$ cat config.mk
export PLATFORM = sky130hd
export DESIGN_NAME = lutram_readback_scanner
export DESIGN_NICKNAME = d
export VERILOG_FILES = /design/src/rtl/lutram_test_pkg.sv /design/src/rtl/lutram_byte_packer.sv /design/src/rtl/lutram_readback_scanner.sv
export SDC_FILE = /design/constraint.sdc
export NUM_CORES = 1
export LEC_CHECK = 0
export ABC_AREA = 1
export CAP_MARGIN = 25
export CORE_MARGIN = 10
export CORE_UTILIZATION = 55
export CTS_CLUSTER_DIAMETER = 60
export DETAILED_ROUTE_END_ITERATION = 10
export PLACE_DENSITY = 0.8
export SYNTH_ARGS = -nofsm -noshare
export SYNTH_HDL_FRONTEND = slang
export SYNTH_SLANG_ARGS = --single-unit
$ cat constraint.sdc
create_clock -name clk_i -period 1.8 [get_ports clk_i]
set_clock_uncertainty 0.05 [all_clocks]
set_input_delay 0.54 -clock clk_i [delete_from_list [all_inputs] [get_ports clk_i]]
set_output_delay 0.54 -clock clk_i [all_outputs]
set_load 0.02 [all_outputs]
$ cat src/rtl/lutram_test_pkg.sv
// Shared types and elaboration helpers for the LUTRAM readback scanner.
package lutram_test_pkg;

    typedef enum logic [2:0] {
        ST_IDLE,
        ST_SETTLE,
        ST_CAPTURE,
        ST_SEND,
        ST_DONE
    } state_e;

    localparam int SETTLE_MAX = 15;

    function automatic int words_per_byte(input int data_w);
        return 8 / data_w;
    endfunction

    function automatic bit params_legal(input int addr_w, input int data_w, input int settle);
        int bits;
        if (addr_w < 1 || addr_w > 16) return 1'b0;
        if (!(data_w inside {1, 2, 4, 8})) return 1'b0;
        if (settle < 1 || settle > SETTLE_MAX) return 1'b0;
        bits = (1 << addr_w) * data_w;
        return (bits >= 8) && (bits % 8 == 0);
    endfunction

endpackage

$ cat src/rtl/lutram_byte_packer.sv
// Packs DATA_W-bit words LSB-first into one byte; lower fill slots hold earlier words.
module lutram_byte_packer
    import lutram_test_pkg::*;
#(
    parameter int DATA_W = 1
) (
    input  logic              clk,
    input  logic              rst_n,
    input  logic              clear,
    input  logic              shift_en,
    input  logic [DATA_W-1:0] din,
    output logic [7:0]        byte_q,
    output logic              word_last,
    output logic              full
);
    localparam int WPB = words_per_byte(DATA_W);

    logic [3:0] fill;
    logic [2:0] base;

    assign base      = 3'(int'(fill) * DATA_W);
    assign word_last = (fill == 4'(WPB - 1));
    assign full      = (fill == 4'(WPB));

    always_ff @(posedge clk or negedge rst_n) begin
        if (!rst_n) begin
            byte_q <= '0;
            fill   <= '0;
        end else if (clear) begin
            byte_q <= '0;
            fill   <= '0;
        end else if (shift_en) begin
            byte_q[base +: DATA_W] <= din;
            fill                   <= fill + 4'd1;
        end
    end

endmodule

$ cat src/rtl/lutram_readback_scanner.sv
// Sweeps a LUTRAM, checks each word against EXP_INIT and streams the packed content
// as bytes over a valid/ready handshake, keeping a mismatch count and first bad address.
module lutram_readback_scanner
    import lutram_test_pkg::*;
#(
    parameter int ADDR_W = 5,
    parameter int DATA_W = 1,
    parameter int SETTLE = 1,
    parameter logic [(2**ADDR_W)*DATA_W-1:0] EXP_INIT = '0
) (
    input  logic              clk_i,
    input  logic              rst_ni,
    input  logic              start_i,
    output logic [ADDR_W-1:0] raddr_o,
    input  logic [DATA_W-1:0] rdata_i,
    output logic [7:0]        tx_data_o,
    output logic              tx_valid_o,
    input  logic              tx_ready_i,
    output logic              busy_o,
    output logic              done_o,
    output logic [ADDR_W:0]   mismatch_cnt_o,
    output logic [ADDR_W-1:0] first_err_addr_o
);
    localparam logic [ADDR_W-1:0] LAST_ADDR   = '1;
    localparam logic [ADDR_W:0]   CNT_MAX     = (ADDR_W + 1)'(2**ADDR_W);
    localparam logic [3:0]        SETTLE_LAST = 4'(SETTLE - 1);

    if (!params_legal(ADDR_W, DATA_W, SETTLE)) begin : g_illegal_params
        $error("lutram_readback_scanner: illegal ADDR_W/DATA_W/SETTLE combination");
    end

    state_e            state, state_nxt;
    logic [3:0]        settle_cnt;
    logic              start_ok, handshake, miss;
    logic [DATA_W-1:0] exp_word;
    logic [7:0]        byte_q;
    logic              word_last, full;

    assign start_ok  = start_i && (state == ST_IDLE || state == ST_DONE);
    assign handshake = (state == ST_SEND) && tx_valid_o && tx_ready_i;
    assign exp_word  = EXP_INIT[int'(raddr_o) * DATA_W +: DATA_W];
    assign miss      = (rdata_i != exp_word);

    lutram_byte_packer #(.DATA_W(DATA_W)) u_packer (
        .clk       (clk_i),
        .rst_n     (rst_ni),
        .clear     (start_ok || handshake),
        .shift_en  (state == ST_CAPTURE),
        .din       (rdata_i),
        .byte_q    (byte_q),
        .word_last (word_last),
        .full      (full)
    );

    always_ff @(posedge clk_i or negedge rst_ni) begin
        if (!rst_ni) state <= ST_IDLE;
        else         state <= state_nxt;
    end

    always_comb begin
        state_nxt = state;
        case (state)
            ST_IDLE, ST_DONE: if (start_i) state_nxt = ST_SETTLE;
            ST_SETTLE:        if (settle_cnt == SETTLE_LAST) state_nxt = ST_CAPTURE;
            ST_CAPTURE:       state_nxt = word_last ? ST_SEND : ST_SETTLE;
            ST_SEND:          if (handshake) state_nxt = (raddr_o == LAST_ADDR) ? ST_DONE : ST_SETTLE;
            default:          state_nxt = ST_IDLE;
        endcase
    end

    always_comb begin
        busy_o = 1'b0;
        done_o = 1'b0;
        case (state)
            ST_SETTLE, ST_CAPTURE, ST_SEND: busy_o = 1'b1;
            ST_DONE:                        done_o = 1'b1;
            default: ;
        endcase
    end

    // The byte is presented on the cycle after the packer reports full, then held until accepted.
    always_ff @(posedge clk_i or negedge rst_ni) begin
        if (!rst_ni) begin
            settle_cnt       <= '0;
            raddr_o          <= '0;
            tx_data_o        <= '0;
            tx_valid_o       <= 1'b0;
            mismatch_cnt_o   <= '0;
            first_err_addr_o <= '0;
        end else begin
            settle_cnt <= (state == ST_SETTLE) ? settle_cnt + 4'd1 : 4'd0;
            if (start_ok) begin
                raddr_o          <= '0;
                mismatch_cnt_o   <= '0;
                first_err_addr_o <= '0;
            end
            if (state == ST_CAPTURE) begin
                if (miss) begin
                    if (mismatch_cnt_o == '0) first_err_addr_o <= raddr_o;
                    if (mismatch_cnt_o != CNT_MAX) mismatch_cnt_o <= mismatch_cnt_o + 1'b1;
                end
                if (!word_last) raddr_o <= raddr_o + 1'b1;
            end
            if (state == ST_SEND) begin
                if (full && !tx_valid_o) begin
                    tx_data_o  <= byte_q;
                    tx_valid_o <= 1'b1;
                end else if (handshake) begin
                    tx_valid_o <= 1'b0;
                    if (raddr_o != LAST_ADDR) raddr_o <= raddr_o + 1'b1;
                end
            end
        end
    end

endmodule

# After elaboration in Yosys (flattened, before gate mapping)

Cells that the tools add are included.

Bits in registers: 44
Input bits: 5
Output and inout port bits: 27
Logic and storage cells: 78

$add $sub $neg: 5
Eq/ne operators: 13
Shift-type cells: 3
Multiplexer cells: 31
Reductions and logical operators: 17

Operator list:

| cell                                                                         | number |
|---|---|
| 5-bit 2-to-1 mux                                                             | 11 |
| 32-bit by 6-bit variable part select with 1-bit output, first input constant | 1 |
| 6-bit 2-to-1 mux                                                             | 4 |
| 8-bit 2-to-1 mux                                                             | 2 |
| 3-bit 2-to-1 mux                                                             | 4 |
| 4-bit 2-to-1 mux                                                             | 3 |
| 3-bit case mux with 4 select lines                                           | 1 |
| 4-bit by 1-bit adder with 4-bit output, second input constant                | 2 |
| 8-bit bitwise mux                                                            | 1 |
| 1-bit by 5-bit variable shift with 8-bit output, first input constant        | 1 |
| 1-bit by 5-bit variable part select with 8-bit output                        | 1 |
| 6-bit by 1-bit adder with 6-bit output, second input constant                | 1 |
| 3-bit by 2-bit == test with 1-bit output, second input constant              | 2 |
| 6-bit logical NOT                                                            | 1 |
| 2-bit inequality test, second input constant                                 | 3 |
| 6-bit inequality test, second input constant                                 | 1 |
| 5-bit by 1-bit adder with 5-bit output, second input constant                | 1 |
| 5-bit == test, second input constant                                         | 1 |
| 5-bit inequality test, second input constant                                 | 1 |
| 3-bit negation with 5-bit output                                             | 1 |
| 4-bit by 3-bit == test with 1-bit output, second input constant              | 1 |
| 4-bit == test, second input constant                                         | 1 |
| 1-bit logical AND                                                            | 4 |
| 4-bit logical NOT                                                            | 1 |
| other kinds (13)                                                             | 19 |

# Logic depth before layout (Yosys ltp)

Depth after elaboration: 10
Gate-level depth with buffers: 11

# By module

A second synthesis with hierarchy kept.

Cells, all modules: 299
Area total of the unflattened synthesis: 2369.8 µm²

By module, submodules not included:

| module                  | times used | cells each | area an instance (µm²) | seq. area each (µm²) |
|---|---|---|---|---|
| lutram_readback_scanner | 1          | 197        | 1637.8                 | 800.8 |
| lutram_byte_packer      | 1          | 102        | 732.0                  | 300.3 |

# Worst setup path before layout

OpenSTA, ideal clock, no wires.

Path type: register to register
Start point: reg u_packer.fill[0]
End point: reg u_packer.byte_q[0]
Setup time: 120 ps
Data arrival time: 1482 ps
Required time: 1630 ps
Slack: 148 ps
Stages on the path, launching flop included: 10
Clock period less this slack: 1652 ps
Cell sequence: dfrtp_1 inv_1 ha_1 ha_1 inv_1 nand2_1 nor2_1 nand3_1 nand2_1 a21oi_1

Word-level cells in the longest chain between the ends: 5
Elaborated cells on any way between the ends: 6

Ends and longest elaborated chain:

| element                                                                                                                         | RTL line                 | source |
|---|---|---|
| start, declared                                                                                                                 | lutram_byte_packer.sv:18 | `logic [3:0] fill;` |
| start signal, assigned                                                                                                          | lutram_byte_packer.sv:34 | `fill <= fill + 4'd1;` |
| 3-bit negation with 5-bit output *                                                                                              | lutram_byte_packer.sv:33 | `byte_q[base +: DATA_W] <= din;` |
| 1-bit by 5-bit variable part select with 8-bit output / 1-bit by 5-bit variable shift with 8-bit output (equally long branches) | lutram_byte_packer.sv:33 |  |
| 8-bit bitwise mux *                                                                                                             | lutram_byte_packer.sv:33 |  |
| 8-bit 2-to-1 mux *                                                                                                              | lutram_byte_packer.sv:32 | `end else if (shift_en) begin` |
| 8-bit 2-to-1 mux *                                                                                                              | lutram_byte_packer.sv:29 | `end else if (clear) begin` |
| end signal, assigned by index                                                                                                   | lutram_byte_packer.sv:33 |  |
| end, declared                                                                                                                   | lutram_byte_packer.sv:12 | `output logic [7:0] byte_q,` |

Every way passes the cells marked *; elsewhere a longest branch is shown, timed or not. The select of a mux whose other input is x is not followed.
A chain may end at the register's enable or synchronous reset.

# Final worst setup path

Start point: reg u_packer.fill[0]
End point: reg tx_data_o[3]

Word-level cells in the longest chain between the ends: 3

Ends and longest elaborated chain:

| element                              | RTL line                       | source |
|---|---|---|
| 4-bit == test                        | lutram_byte_packer.sv:23       | `assign full = (fill == 4'(WPB));` |
| 1-bit logical AND                    | lutram_readback_scanner.sv:105 | `if (full && !tx_valid_o) begin` |
| 2-bit AND reduction (no source line) | --                             |  |
| end signal, assigned                 | lutram_readback_scanner.sv:106 | `tx_data_o <= byte_q;` |
| end, declared                        | lutram_readback_scanner.sv:16  | `output logic [7:0] tx_data_o,` |

Every way passes these cells.

==> flow_summary.ini <==
[clock_tree]
clk_root_buffer_cell = clkbuf_8
clock_path_buffers = 2
htree_levels = 2
cts_tree = built
clk_pin_slew_ns = 0.08
clkLatencyLatePin_ns = 0.30
cts_made_buffers = 5
cts.sinks = 44

[routing]
via_count = 2133
drt-initial-drc-count = 97
post_drt_wl_per_cell_microns = 13.3
drc = 0
avgViaCountPerCell = 5.15
dr.pass1.iters = 4
drt_wl_total_mm = 5.50
antenna_left = 0

[synthesis]
synthTopCellsByCount = nand2_1 (77), dfrtp_1 (44), inv_1 (39), nor2_1 (33), nand3_1 (26)
synth_top_area_share_pct = 44.9
synth.distinct_cells = 26
synth_ff_type = dfrtp_1
synth_area_leaders = dfrtp_1 (45%), nand2_1 (12%), inv_1 (6.0%)
synth_cells = 302
ys_ff_latch = 44
syn_avg_cell_area_sq_um = 8.11
syn_area_sq_um = 2450
async_flop_share_pct = 100
synth-edff-count = 0
ys_seq_area_share_pct = 44.9
yosysWarnings = 0
synth_top_area_cell = dfrtp_1
synth_fp_nets = 317
yosysMostFrequentCell = nand2_1

[layout]
layout.nets = 376
area_growth_pct = 25.6
fin_area_sq_um = 3080
drive_above_1_share_pct = 17.4
antenna-diode-count = 0

[global_routing]
grt_antenna_before_repair = 0
grt-busiest-layer = met2
first_global_vias = 2175
grt_use_met2_pct = 26.1
grt_usage_pct = 15.5
grt_use_met3_pct = 5.82
grt_pass1_wl_mm = 9.69
met1_usage_pct = 17.8
overflow = 0
grt_max_degree = 45

[critical_path]
crit_path_start = u_packer.fill[0]
crit_chain = inv_1 -> ha_1 -> inv_1 -> nor3_1 -> nand3_4 -> buf_12 -> nand2_1 -> o21ai_2
cp.required_ns = 1.94
critical-path-max-stage-delay_ns = 0.38
r2r_end = tx_data_o[3]
r2r-start = u_packer.fill[0]
rr_worst_depth = 8
crit_fanout = 17
arrival_ns = 1.87
crit_slowest_cell = dfrtp_1
cp-end-kind = flop
setup.worst_path.start_class = flop
crit_type = flop to flop
rrSetupSlack_ns = 0.07
cpMostUsedCell = inv_1
crit_end = tx_data_o[3]

[place]
dp_hpwl_mm = 3.95
post_dp_cell_area_sq_um = 2990
portBuffers = 31
place_congestion = 0.887
dp_slack_ns = -0.0636

[floorplan]
fp-row-count = 24
core_area_sq_um = 4320
start_util_pct = 56.7
dieArea_sq_um = 7520
fp.dieW_microns = 86.7
pin_count = 32
dieHeight_microns = 86.7

[worst_hold_path]
hp-class = input port to asynchronous set/reset pin

[power]
p_per_area_nw_per_um2 = 1280
internal_power_mw = 2.22
cellLeakagePower_nw = 1.59
pwr-share-seq_pct = 34.5
vdd_drop_max_uv = 783
pwr-share-clk_pct = 16.3
swShare_pct = 43.5
p_switching_mw = 1.71
combPwrFrac_pct = 49.2

[timing]
final_hold_viol_count = 0
fin_crit_sh_pct = 96.0
tightest_slew_ns = 0.465
maxSlewViolCount = 0
slew-limit-headroom_pct = 68.8
grt_setup_unrepaired = true
worst_slack_ns = 0.0711
finalSetupViolCount = 0
fin_crit_ns = 1.73
fmax_mhz = 578

[run_status]
outcome = finished clean

[run]
maxCapViolations = 0
==> critical path, delay by kind of cell (launching register included) <==
kind / cells / cell delay (ns)
AO/OA/AOI/OAI: 1 / 0.05
buffers and inverters: 3 / 0.34
flip-flops: 1 / 0.38
adder cells (fa/ha/maj): 1 / 0.21
AND/OR/NAND/NOR: 3 / 0.59
==> cell usage in the layout (no fill, tap or decap), types with 7 or more instances in the layout <==
cell type      synthesis  final
ha_1                  10     10
nand4_1                7      7
o21ai_0               15     14
nand2_1               77     76
buf_4                  0     22
o21ai_2                8      8
nand3_1               26     26
dlygate4sd2_1          0     25
nor3_1                 8      8
nor2_1                33     31
dfrtp_1               44     43
inv_1                 39     38
==> metrics by stage <==
step	power [mW]	util [%]	setup TNS [ns]	cells	hold slack [ns]
global route	4.26	71.2	-0.857	414	0.184
global placement	3.30	69.1	-0.0139	405	0.414
detailed placement	3.35	69.1	-0.428	405	0.419
floorplan	2.59	-	0	302	0.194
finish	3.93	71.2	0	414	0.145
CTS	3.91	70.2	0	413	0.164
==> cell families (layout without fill, tap and decap cells) <==
| kind of cell | Yosys count | after routing | share of synthesized area [%] |
|---|---|---|---|
| and+or+nand+nor | 166 | 166 | 31.8 |
| DFF | 44 | 44 | 44.9 |
| buffers and inverters | 44 | 104 | 7.71 |
| AOI/OAI and AO/OA | 30 | 30 | 7.56 |
| adders and majority gates | 10 | 10 | 5.11 |
| xor gates and xnor gates | 8 | 8 | 2.86 |
==> flip-flops by register name, indices dropped and copies added (netlist names) <==
signal / flops
tx_data_o: 8
tx_valid_o: 1
u_packer.fill: 4
state: 3
settle_cnt: 4
first_err_addr_o: 5
raddr_o: 5
u_packer.byte_q: 8
mismatch_cnt_o: 6
==> worst min path at each step <==
stage	slack [ns]	start	end	cells after the start
after floorplan	0.19	rst_ni	first_err_addr_o[0]	0
final	0.14	rst_ni	settle_cnt[2]	2
after detailed placement	0.42	tx_data_o[0]	tx_data_o[0]	2
after global placement	0.41	tx_data_o[0]	tx_data_o[0]	2
after CTS	0.16	rst_ni	state[2]	2
after global routing	0.18	rst_ni	tx_data_o[1]	2
==> final cells by class <==
| cell class | instances | area (sq um) |
|---|---|---|
| multi-input combinational | 214 | 1180 |
| fill | 338 | 1250 |
| clock buffer | 8 | 90.1 |
| sequential | 44 | 1100 |
| inverter | 40 | 150 |
| timing repair buffer | 56 | 489 |
| tap | 52 | 65.1 |
==> power by group through the flow <==
stage	logic [mW]	registers (mW)	clock network [mW]
2_1_floorplan	1.05	1.54	0
5_1_grt	2.19	1.38	0.686
4_1_cts	1.90	1.35	0.659
6_report	1.93	1.36	0.641
3_3_place_gp	1.93	1.37	0
3_5_place_dp	1.98	1.37	0
==> routing by layer <==
layer / up-vias / wire length, microns
met3: 7 / 390
met5: - / 0
met1: 1003 / 2300
met2: 45 / 2750
li1: 1078 / -
met4: 0 / 65
==> timing repair <==
item                       CTS  global route
setup endpoints to repair   27            17
pin swaps                    0             2
setup buffers                0             1
hold buffers                 0             0
gates resized for setup     35             7
(Power assumes the default switching activity.)
